--- src/rtl/apb_cmd_master_if.sv ---
// Command / APB / response bundle for apb_cmd_master.
// The master modport is the command-to-APB bridge; slave is the environment
// around it (command source, APB slave and response sink).
interface apb_cmd_master_if #(
    parameter int ADDR_W = 8,
    parameter int DATA_W = 32
);
    // command stream
    logic              cmd_valid;
    logic              cmd_ready;
    logic              cmd_write;
    logic [ADDR_W-1:0] cmd_addr;
    logic [DATA_W-1:0] cmd_wdata;
    // APB bus
    logic              psel;
    logic              penable;
    logic              pwrite;
    logic [ADDR_W-1:0] paddr;
    logic [DATA_W-1:0] pwdata;
    logic              pready;
    logic [DATA_W-1:0] prdata;
    logic              pslverr;
    // response stream
    logic              rsp_valid;
    logic              rsp_ready;
    logic [DATA_W-1:0] rsp_rdata;
    logic              rsp_err;
    logic              rsp_timeout;

    modport master (
        input  cmd_valid, cmd_write, cmd_addr, cmd_wdata,
        input  pready, prdata, pslverr,
        input  rsp_ready,
        output cmd_ready,
        output psel, penable, pwrite, paddr, pwdata,
        output rsp_valid, rsp_rdata, rsp_err, rsp_timeout
    );

    modport slave (
        output cmd_valid, cmd_write, cmd_addr, cmd_wdata,
        output pready, prdata, pslverr,
        output rsp_ready,
        input  cmd_ready,
        input  psel, penable, pwrite, paddr, pwdata,
        input  rsp_valid, rsp_rdata, rsp_err, rsp_timeout
    );
endinterface

--- src/rtl/apb_cmd_master.sv ---
// apb_cmd_master: turns a valid/ready command stream into APB SETUP/ACCESS
// transfers and returns read data / error status on a response handshake.
// A wait-state watchdog aborts an ACCESS phase that never sees pready.
module apb_cmd_master #(
    parameter int ADDR_W         = 8,
    parameter int DATA_W         = 32,
    parameter int TIMEOUT_CYCLES = 16   // 0 disables the watchdog
) (
    input  logic                 clk,
    input  logic                 rst,
    apb_cmd_master_if.master     bus
);

    localparam int CNT_W = (TIMEOUT_CYCLES < 1) ? 1 : $clog2(TIMEOUT_CYCLES + 1);
    localparam bit TO_EN = (TIMEOUT_CYCLES != 0);
    localparam logic [CNT_W-1:0] TO_VAL = CNT_W'(TIMEOUT_CYCLES);

    typedef enum logic [1:0] {
        IDLE   = 2'd0,
        SETUP  = 2'd1,
        ACCESS = 2'd2
    } state_t;

    state_t              state_q;
    logic                psel_q;
    logic                penable_q;
    logic                pwrite_q;
    logic [ADDR_W-1:0]   paddr_q;
    logic [DATA_W-1:0]   pwdata_q;
    logic                rsp_valid_q;
    logic [DATA_W-1:0]   rsp_rdata_q;
    logic                rsp_err_q;
    logic                rsp_timeout_q;
    logic [CNT_W-1:0]    cnt_q;

    logic                cmd_fire;
    logic [CNT_W-1:0]    cnt_d;
    logic                timeout_hit;

    // Accept only from IDLE with no unconsumed response; held low in reset.
    assign bus.cmd_ready = !rst && (state_q == IDLE) && !rsp_valid_q;
    assign cmd_fire      = bus.cmd_valid && bus.cmd_ready;

    // Wait-state counter next value; saturates so it can never wrap even
    // with the watchdog disabled.
    always_comb begin
        cnt_d       = (cnt_q == {CNT_W{1'b1}}) ? cnt_q : cnt_q + CNT_W'(1);
        timeout_hit = TO_EN && (cnt_d == TO_VAL);
    end

    // Transfer FSM with registered bus and response outputs.
    always_ff @(posedge clk or posedge rst) begin
        if (rst) begin
            state_q       <= IDLE;
            psel_q        <= 1'b0;
            penable_q     <= 1'b0;
            pwrite_q      <= 1'b0;
            paddr_q       <= '0;
            pwdata_q      <= '0;
            rsp_valid_q   <= 1'b0;
            rsp_rdata_q   <= '0;
            rsp_err_q     <= 1'b0;
            rsp_timeout_q <= 1'b0;
            cnt_q         <= '0;
        end else begin
            // Response consumed: drop valid, keep the fields as they were.
            if (rsp_valid_q && bus.rsp_ready)
                rsp_valid_q <= 1'b0;

            case (state_q)
                IDLE: begin
                    if (cmd_fire) begin
                        pwrite_q  <= bus.cmd_write;
                        paddr_q   <= bus.cmd_addr;
                        pwdata_q  <= bus.cmd_wdata;
                        psel_q    <= 1'b1;
                        penable_q <= 1'b0;
                        state_q   <= SETUP;
                    end
                end

                SETUP: begin
                    penable_q <= 1'b1;
                    cnt_q     <= '0;
                    state_q   <= ACCESS;
                end

                ACCESS: begin
                    // pready takes priority over a watchdog expiring this cycle.
                    if (bus.pready) begin
                        psel_q        <= 1'b0;
                        penable_q     <= 1'b0;
                        state_q       <= IDLE;
                        rsp_valid_q   <= 1'b1;
                        rsp_err_q     <= bus.pslverr;
                        rsp_timeout_q <= 1'b0;
                        rsp_rdata_q   <= (!pwrite_q && !bus.pslverr) ? bus.prdata : '0;
                    end else if (timeout_hit) begin
                        psel_q        <= 1'b0;
                        penable_q     <= 1'b0;
                        state_q       <= IDLE;
                        rsp_valid_q   <= 1'b1;
                        rsp_err_q     <= 1'b1;
                        rsp_timeout_q <= 1'b1;
                        rsp_rdata_q   <= '0;
                    end else begin
                        cnt_q <= cnt_d;
                    end
                end

                default: begin
                    psel_q    <= 1'b0;
                    penable_q <= 1'b0;
                    state_q   <= IDLE;
                end
            endcase
        end
    end

    assign bus.psel        = psel_q;
    assign bus.penable     = penable_q;
    assign bus.pwrite      = pwrite_q;
    assign bus.paddr       = paddr_q;
    assign bus.pwdata      = pwdata_q;
    assign bus.rsp_valid   = rsp_valid_q;
    assign bus.rsp_rdata   = rsp_rdata_q;
    assign bus.rsp_err     = rsp_err_q;
    assign bus.rsp_timeout = rsp_timeout_q;

endmodule

--- src/flat_wrapper.sv ---
// flat-port wrapper written by rule: the top's interface ports become plain ports
module apb_cmd_master_flat 
#(
    parameter int ADDR_W         = 8,
    parameter int DATA_W         = 32,
    parameter int TIMEOUT_CYCLES = 16                             
)
  (clk, rst, bus_cmd_valid, bus_cmd_write, bus_cmd_addr, bus_cmd_wdata, bus_pready, bus_prdata, bus_pslverr, bus_rsp_ready, bus_cmd_ready, bus_psel, bus_penable, bus_pwrite, bus_paddr, bus_pwdata, bus_rsp_valid, bus_rsp_rdata, bus_rsp_err, bus_rsp_timeout);
  apb_cmd_master_if #(.ADDR_W(ADDR_W), .DATA_W(DATA_W)) bus_i ();
  input  logic clk;
  input  logic rst;
  input wire logic [$bits(bus_i.cmd_valid)-1:0] bus_cmd_valid;
  input wire logic [$bits(bus_i.cmd_write)-1:0] bus_cmd_write;
  input wire logic [$bits(bus_i.cmd_addr)-1:0] bus_cmd_addr;
  input wire logic [$bits(bus_i.cmd_wdata)-1:0] bus_cmd_wdata;
  input wire logic [$bits(bus_i.pready)-1:0] bus_pready;
  input wire logic [$bits(bus_i.prdata)-1:0] bus_prdata;
  input wire logic [$bits(bus_i.pslverr)-1:0] bus_pslverr;
  input wire logic [$bits(bus_i.rsp_ready)-1:0] bus_rsp_ready;
  output wire logic [$bits(bus_i.cmd_ready)-1:0] bus_cmd_ready;
  output wire logic [$bits(bus_i.psel)-1:0] bus_psel;
  output wire logic [$bits(bus_i.penable)-1:0] bus_penable;
  output wire logic [$bits(bus_i.pwrite)-1:0] bus_pwrite;
  output wire logic [$bits(bus_i.paddr)-1:0] bus_paddr;
  output wire logic [$bits(bus_i.pwdata)-1:0] bus_pwdata;
  output wire logic [$bits(bus_i.rsp_valid)-1:0] bus_rsp_valid;
  output wire logic [$bits(bus_i.rsp_rdata)-1:0] bus_rsp_rdata;
  output wire logic [$bits(bus_i.rsp_err)-1:0] bus_rsp_err;
  output wire logic [$bits(bus_i.rsp_timeout)-1:0] bus_rsp_timeout;
  assign bus_i.cmd_valid = bus_cmd_valid;
  assign bus_i.cmd_write = bus_cmd_write;
  assign bus_i.cmd_addr = bus_cmd_addr;
  assign bus_i.cmd_wdata = bus_cmd_wdata;
  assign bus_i.pready = bus_pready;
  assign bus_i.prdata = bus_prdata;
  assign bus_i.pslverr = bus_pslverr;
  assign bus_i.rsp_ready = bus_rsp_ready;
  assign bus_cmd_ready = bus_i.cmd_ready;
  assign bus_psel = bus_i.psel;
  assign bus_penable = bus_i.penable;
  assign bus_pwrite = bus_i.pwrite;
  assign bus_paddr = bus_i.paddr;
  assign bus_pwdata = bus_i.pwdata;
  assign bus_rsp_valid = bus_i.rsp_valid;
  assign bus_rsp_rdata = bus_i.rsp_rdata;
  assign bus_rsp_err = bus_i.rsp_err;
  assign bus_rsp_timeout = bus_i.rsp_timeout;
  apb_cmd_master #(.ADDR_W(ADDR_W), .DATA_W(DATA_W), .TIMEOUT_CYCLES(TIMEOUT_CYCLES)) u_core (.clk(clk), .rst(rst), .bus(bus_i));
endmodule
--- config.mk ---
export PLATFORM = sky130hd
export DESIGN_NAME = apb_cmd_master_flat
export DESIGN_NICKNAME = d
export VERILOG_FILES = /design/src/rtl/apb_cmd_master_if.sv /design/src/rtl/apb_cmd_master.sv /design/src/flat_wrapper.sv
export SDC_FILE = /design/constraint.sdc
export NUM_CORES = 1
export LEC_CHECK = 0
export BUFFER_PORTS_ARGS = -buffer_cell sky130_fd_sc_hd__clkbuf_2
export CAP_MARGIN = 20
export CORE_ASPECT_RATIO = 0.75
export CORE_MARGIN = 4
export CORE_UTILIZATION = 25
export DETAILED_ROUTE_END_ITERATION = 6
export PLACE_DENSITY_LB_ADDON = 0.1
export RECOVER_POWER = 25
export SETUP_SLACK_MARGIN = 0.3
export SYNTH_ARGS = -nofsm -noshare
export SYNTH_HDL_FRONTEND = slang
export SYNTH_SLANG_ARGS = --single-unit
--- constraint.sdc ---
create_clock -name clk -period 3.5 [get_ports clk]
set_clock_uncertainty 0.15 [all_clocks]
set_input_delay 0.7 -clock clk [delete_from_list [all_inputs] [get_ports clk]]
set_output_delay 0.7 -clock clk [all_outputs]
set_load 0.005 [all_outputs]
Yosys cells after proc, flatten, opt, wreduce, memory -nomap -nowiden
Index checks and enable logic that the tools add are counted.
Widths: inputs -> output; s select.
{"block": "classes", "add_sub_neg": 1, "n_eq_ne": 8, "mux": 24, "bitwise": 1, "reduce_logical": 17}
{"operator": "$mux 32", "n": 3}
{"operator": "$mux 5", "n": 3}
{"operator": "$mux 1", "n": 11}
{"operator": "$eq 5x5->1 const B", "n": 2}
{"operator": "$pmux 5 s2", "n": 1}
{"operator": "$mux 2", "n": 3}
{"operator": "$pmux 1 s3", "n": 2}
{"operator": "$pmux 2 s3", "n": 1}
{"operator": "$reduce_and 2->1", "n": 3}
{"operator": "$reduce_and 3->1", "n": 2}
{"operator": "$add 5x1->5 const B", "n": 1}
{"operator": "$logic_and 1x1->1", "n": 5}
{"operator": "$logic_not 1->1", "n": 4}
{"operator": "$ne 2x2->1 const B", "n": 2}
{"operator": "$reduce_bool 2->1", "n": 2}
{"operator": "$ne 3x2->1 const B", "n": 1}
{"operator": "$eq 2x1->1 const B", "n": 1}
{"operator": "$eq 2x2->1 const B", "n": 1}
{"operator": "$logic_not 2->1", "n": 1}
{"operator": "$ne 2x1->1 const B", "n": 1}
{"operator": "$not 1->1", "n": 1}
{"block": "word_totals", "reg_bits": 85, "inputBits": 79, "out_inout_bits": 79, "wordCells": 62}

Depth between registers and ports, before layout
{"block": "logic_depth", "word_depth": 6, "depth_mapped": 7, "ltp_nobuf": 6}

Worst setup path before layout
OpenSTA, ideal clock, no wires.
{"block": "synth_path", "kind": "input to register", "from": "in rst", "to": "reg u_core.paddr_q[7], in the netlist u_core.bus.paddr[7]", "setup_ns": 0.127, "t_arrival_ns": 1.716, "required_ns": 3.223, "slack_ns": 1.506, "cell_stages": 5, "cell_sequence": "nor4_2 -> and2_1 -> buf_4 -> buf_6 -> mux2_1"}
{"block": "synth_between", "elab_chain_len": 5}
{"element": "start, declared", "line": "flat_wrapper.sv:11", "rtl": "input logic rst;"}
{"element": "$logic_not 1->1 (no source line)"}
{"element": "$logic_and 1x1->1 (2 in series)", "line": "apb_cmd_master.sv:41", "rtl": "assign bus.cmd_ready = !rst && (state_q == IDLE) && !rsp_valid_q;"}
{"element": "$logic_and 1x1->1", "line": "apb_cmd_master.sv:42", "rtl": "assign cmd_fire = bus.cmd_valid && bus.cmd_ready;"}
{"element": "$reduce_and 2->1 (no source line)"}
{"element": "end signal, assigned", "line": "apb_cmd_master.sv:74", "rtl": "paddr_q <= bus.cmd_addr;"}
{"element": "end, declared", "line": "apb_cmd_master.sv:28", "rtl": "logic [ADDR_W-1:0] paddr_q;"}
Every way passes these cells.
A chain may end at the register's enable or synchronous reset.

Worst setup path in the final report
{"block": "layout_path", "from": "reg u_core.cnt_q[0]", "to": "reg u_core.rsp_rdata_q[27], in the netlist u_core.bus.rsp_rdata[27]"}
{"block": "layout_between", "elab_chain_len": 5}
{"element": "start, declared", "line": "apb_cmd_master.sv:34", "rtl": "logic [CNT_W-1:0] cnt_q;"}
{"element": "start signal, assigned", "line": "apb_cmd_master.sv:107", "rtl": "cnt_q <= cnt_d;"}
{"element": "$add 5x1->5 or $eq 5x5->1 (tied branches)", "line": "apb_cmd_master.sv:47", "rtl": "cnt_d = (cnt_q == {CNT_W{1'b1}}) ? cnt_q : cnt_q + CNT_W'(1);"}
{"element": "$mux 5 *", "line": "apb_cmd_master.sv:47"}
{"element": "$eq 5x5->1 *", "line": "apb_cmd_master.sv:48", "rtl": "timeout_hit = TO_EN && (cnt_d == TO_VAL);"}
{"element": "$reduce_bool 2->1 (no source line) *"}
{"element": "$reduce_and 2->1 (no source line) *"}
{"element": "end signal, assigned", "line": "apb_cmd_master.sv:97", "rtl": "rsp_rdata_q <= (!pwrite_q && !bus.pslverr) ? bus.prdata : '0;"}
{"element": "end, declared", "line": "apb_cmd_master.sv:31", "rtl": "logic [DATA_W-1:0] rsp_rdata_q;"}
Mark *: on every way between the ends. The rest lies on a longest branch, timed or not.

==> results.txt <==
The flow ran to the end, and the final reports show no timing, DRC or antenna violations. The horizontal die dimension is 140.4 um. For this design, the slowest cell found on the critical path is sky130_fd_sc_hd__o21ai_4.

The worst min-delay path class is flop to flop. The async set-or-reset flop fraction in the synthesized netlist is 1.000. The peak-usage layer in the global routing report is met1.

Of the available clock period, the critical path in the final layout requires 0.6890. The number of nets handed over by synthesis was 302. For this design the ratio of total power to cell area is 845.4 nW/um^2. The most common cell in the synthesized netlist is sky130_fd_sc_hd__dfrtp_1. Summing all multi-input logic gate instances after layout gives 1070 um^2.

After detailed routing, the number of vias per cell comes to 4.317. The sequential cell area is 2102 um^2. Once the clock tree was built, the resizer swapped 0 gates to a different size.

For met2 alone, demand over resource in global routing was 0.1383. Hold repair after CTS inserted 0 buffers. The most used flip-flop cell after synthesis is sky130_fd_sc_hd__dfrtp_1. The routing usage on met1 is 0.1517. The maximum fanout along the worst path came out at 34. The cell count after synthesis came out at 222. Along the worst hold path, the cell count comes to 1.

The number of optimization iterations in the first detailed-route pass came out at 5. The share of post-route cells with drive strength above 1 is 0.4689. The net total in the final layout came out at 461. By area the synthesized netlist is led by sky130_fd_sc_hd__dfrtp_1 64%, sky130_fd_sc_hd__mux2_1 14%, sky130_fd_sc_hd__a22o_1 8.5%. Once layout is complete, the utilization of the core stands at 0.3585. The worst path needs 2.411 ns of the cycle, external delays included.

The element type at the critical path start is a flop. The data arrival time of the critical path is 2.52 ns. The routed length per instance is 14.68 um.

The total wire length came out at 8102 um. In the synthesized netlist, the cells that appear most often are 84 x sky130_fd_sc_hd__dfrtp_1, 41 x sky130_fd_sc_hd__mux2_1, 32 x sky130_fd_sc_hd__a22o_1. 158 I/O pins were placed. The detail route stage leaves a number of antenna-violating nets equal to 0. The data required time at the worst endpoint came out at 3.61 ns. The type of destination of the critical path is a flop. The portion of the post-synthesis area used by sequential elements is 0.6393. Setup repair after global routing left no endpoint under its margin. The worst hold margin came out at 0.3306 ns.

The last weighted congestion value of the routability-driven placer came out at 0.8056. The worst-case headroom to the max-slew limit is 0.01870. The number of antenna violations at the first check in global routing came out at 0.

Setup total negative slack on the finished layout was measured at 0 ns. The count of unique library cells instantiated by Yosys is 32. Counting flops with a built-in enable in the synthesized netlist gives 0. The first global-routing pass estimated 12,920 um of wire. The count of pins over their slew limit is 0. The signal on the critical path passes through ha_1 > and3b_1 > o21ai_2 > a21oi_4 > o21ai_4 > a22o_1. The met3 capacity usage during global routing is 0.06172.

Before CTS, the worst setup slack after placement is 1.068 ns. The via count of the first global-routing pass came out at 2,462. The post-synthesis average cell area is 14.81 um^2. The maximum achievable frequency came out at 0.4147 GHz. The number of storage elements in the synthesis netlist is 84. The H-tree was split into 3 levels. At the later pin of the worst-skew pair, clock insertion delay measures 0.33 ns. Max-cap violations in this run came to 0. Summed over all cells, the static leakage comes to 0.002283 uW. TritonCTS built the clock tree.

The number of hold violations in the final report is 0. The aggregate global routing overflow is 0. The number of clock sinks is 84. Entering global routing, the biggest net connects 54 pins. After floorplanning, the core was divided into 35 placement rows. The via count of the routed design came out at 2,383. In this design, the stage delay of the slowest critical-path cell is 0.70 ns. The layout overhead on the synthesized area is 37.02%. The layout has 1,271 filler cells. The wire-length estimate of the detail-placed layout is 5772 um.

The detailed router's first-iteration violation count is 59. In this run the clock root is driven by a sky130_fd_sc_hd__clkbuf_16. The number of buffers added by the clock tree synthesis step is 9.

The count of buffers added on input and output ports is 157. The final worst slack is 1.089 ns. The final setup violation count came out at 0. The worst reg2reg path depth is 6. The worst setup path is of the flop to flop kind. The core region is 12,570 um^2.

Clock-pin slew was measured on the worst setup and hold paths at 0.06 ns. The number of diodes came out at 0. The biggest area consumer among synthesized cells is sky130_fd_sc_hd__dfrtp_1. The remaining routing DRC violations came out at 0. The worst vdd rail ir drop came out at 0.3436 mV. The logic depth of the worst path, buffers included is 6. The number of post-CTS setup repair buffers is 0.

The floorplan step defined a die boundary enclosing 15,070 um^2. The dominant delay contributor by cell family on the critical path is compound AO/OA/AOI/OAI gates. The transition time at the pin with the least slew margin is 1.464 ns. The post-synthesis cell area came out at 3288 um^2. The floorplan die height came out at 107.3 um.

The initial utilization of the core area, before any placement, comes to 0.2616. The number of warnings issued by yosys came out at 0. The proportion of netlist area held by the largest area contributor is 0.6393. The clock passes through at most 2 buffers. The total global-route track usage is 0.1079. The worst path buffer plus inverter count is 0.
==> metrics by stage <==
step           power [uW]  cells  instance area, um^2
6_report             3809    552                 4506
2_1_floorplan        2277    222                 3288
3_3_place_gp         2911    536                 4213
3_5_place_dp         2916    536                 4213
4_1_cts              3893    552                 4507
5_1_grt              4111    552                 4506
==> registers in the layout (all words and copies together) (netlist names) <==
| register | cells |
|---|---|
| u_core.state_q | 2 |
| u_core.bus.pwdata | 32 |
| u_core.bus.pwrite | 1 |
| u_core.bus.rsp_err | 1 |
| u_core.bus.rsp_rdata | 32 |
| u_core.bus.rsp_timeout | 1 |
| u_core.cnt_q | 5 |
| u_core.bus.psel | 1 |
| u_core.bus.paddr | 8 |
| u_core.bus.rsp_valid | 1 |
==> power breakdown <==
group | total [uW] | internal [uW] | leakage [uW] | switching [uW]
registers | 1710 | 1440 | 0.00106 | 273
clock network | 937 | 556 | 0.000132 | 381
logic | 1160 | 655 | 0.00109 | 506
==> layer usage <==
metal  vias to the layer above  part of all wire
met5                         -                 0
met4                         0            0.0080
met3                         6              0.13
met2                       119              0.39
met1                      1124              0.47
li1                       1134                 -
==> layout make-up <==
class | count | area share
clock buffers | 11 | 0.05165
clock inverters | 5 | 0.01361
inverters | 3 | 0.002777
multi-input cells | 123 | 0.2374
flip-flops and latches | 84 | 0.4665
well taps | 166 | 0.04610
repair buffers | 160 | 0.1819
==> cell families after synthesis <==
logic type / Yosys count / share of synthesized area
compound gates: 52 / 0.1298
fa+ha+maj: 1 / 0.003805
buf+inv: 15 / 0.03577
flops: 84 / 0.6393
mux: 41 / 0.1404
simple gates: 29 / 0.05099
==> worst reg2reg max path: cells and delay by family, from the launching register on <==
kind | cells | cell delay, ns
AOI/OAI and AO/OA | 4 | 1.28
adders and majority gates | 1 | 0.28
DFF | 1 | 0.43
and+or+nand+nor | 1 | 0.21
==> placed cells by master, fill, tap and decap left out, drive strengths merged, types with 4 or more instances in the layout <==
| master | count |
|---|---|
| a21oi | 8 |
| a22o | 32 |
| clkbuf | 168 |
| clkinvlp | 4 |
| dfrtp | 84 |
| mux2 | 41 |
| nand2 | 7 |
| nand2b | 4 |
| nand3 | 4 |
| nor2 | 4 |
| o21ai | 6 |
==> path summary, 6_finish.rpt <==
kind                                startpoint                       end  slack, ns
max reg2reg                    u_core.cnt_q[0]  u_core.bus.rsp_rdata[27]       1.09
max                            u_core.cnt_q[0]  u_core.bus.rsp_rdata[27]       1.09
max in group asynchronous                  rst     u_core.bus.pwdata[21]       1.77
min reg2reg                u_core.bus.paddr[4]       u_core.bus.paddr[4]       0.33
min                        u_core.bus.paddr[4]       u_core.bus.paddr[4]       0.33
min in group asynchronous                  rst         u_core.state_q[1]       0.55
No activity file was read; power rests on OpenSTA's default activity.
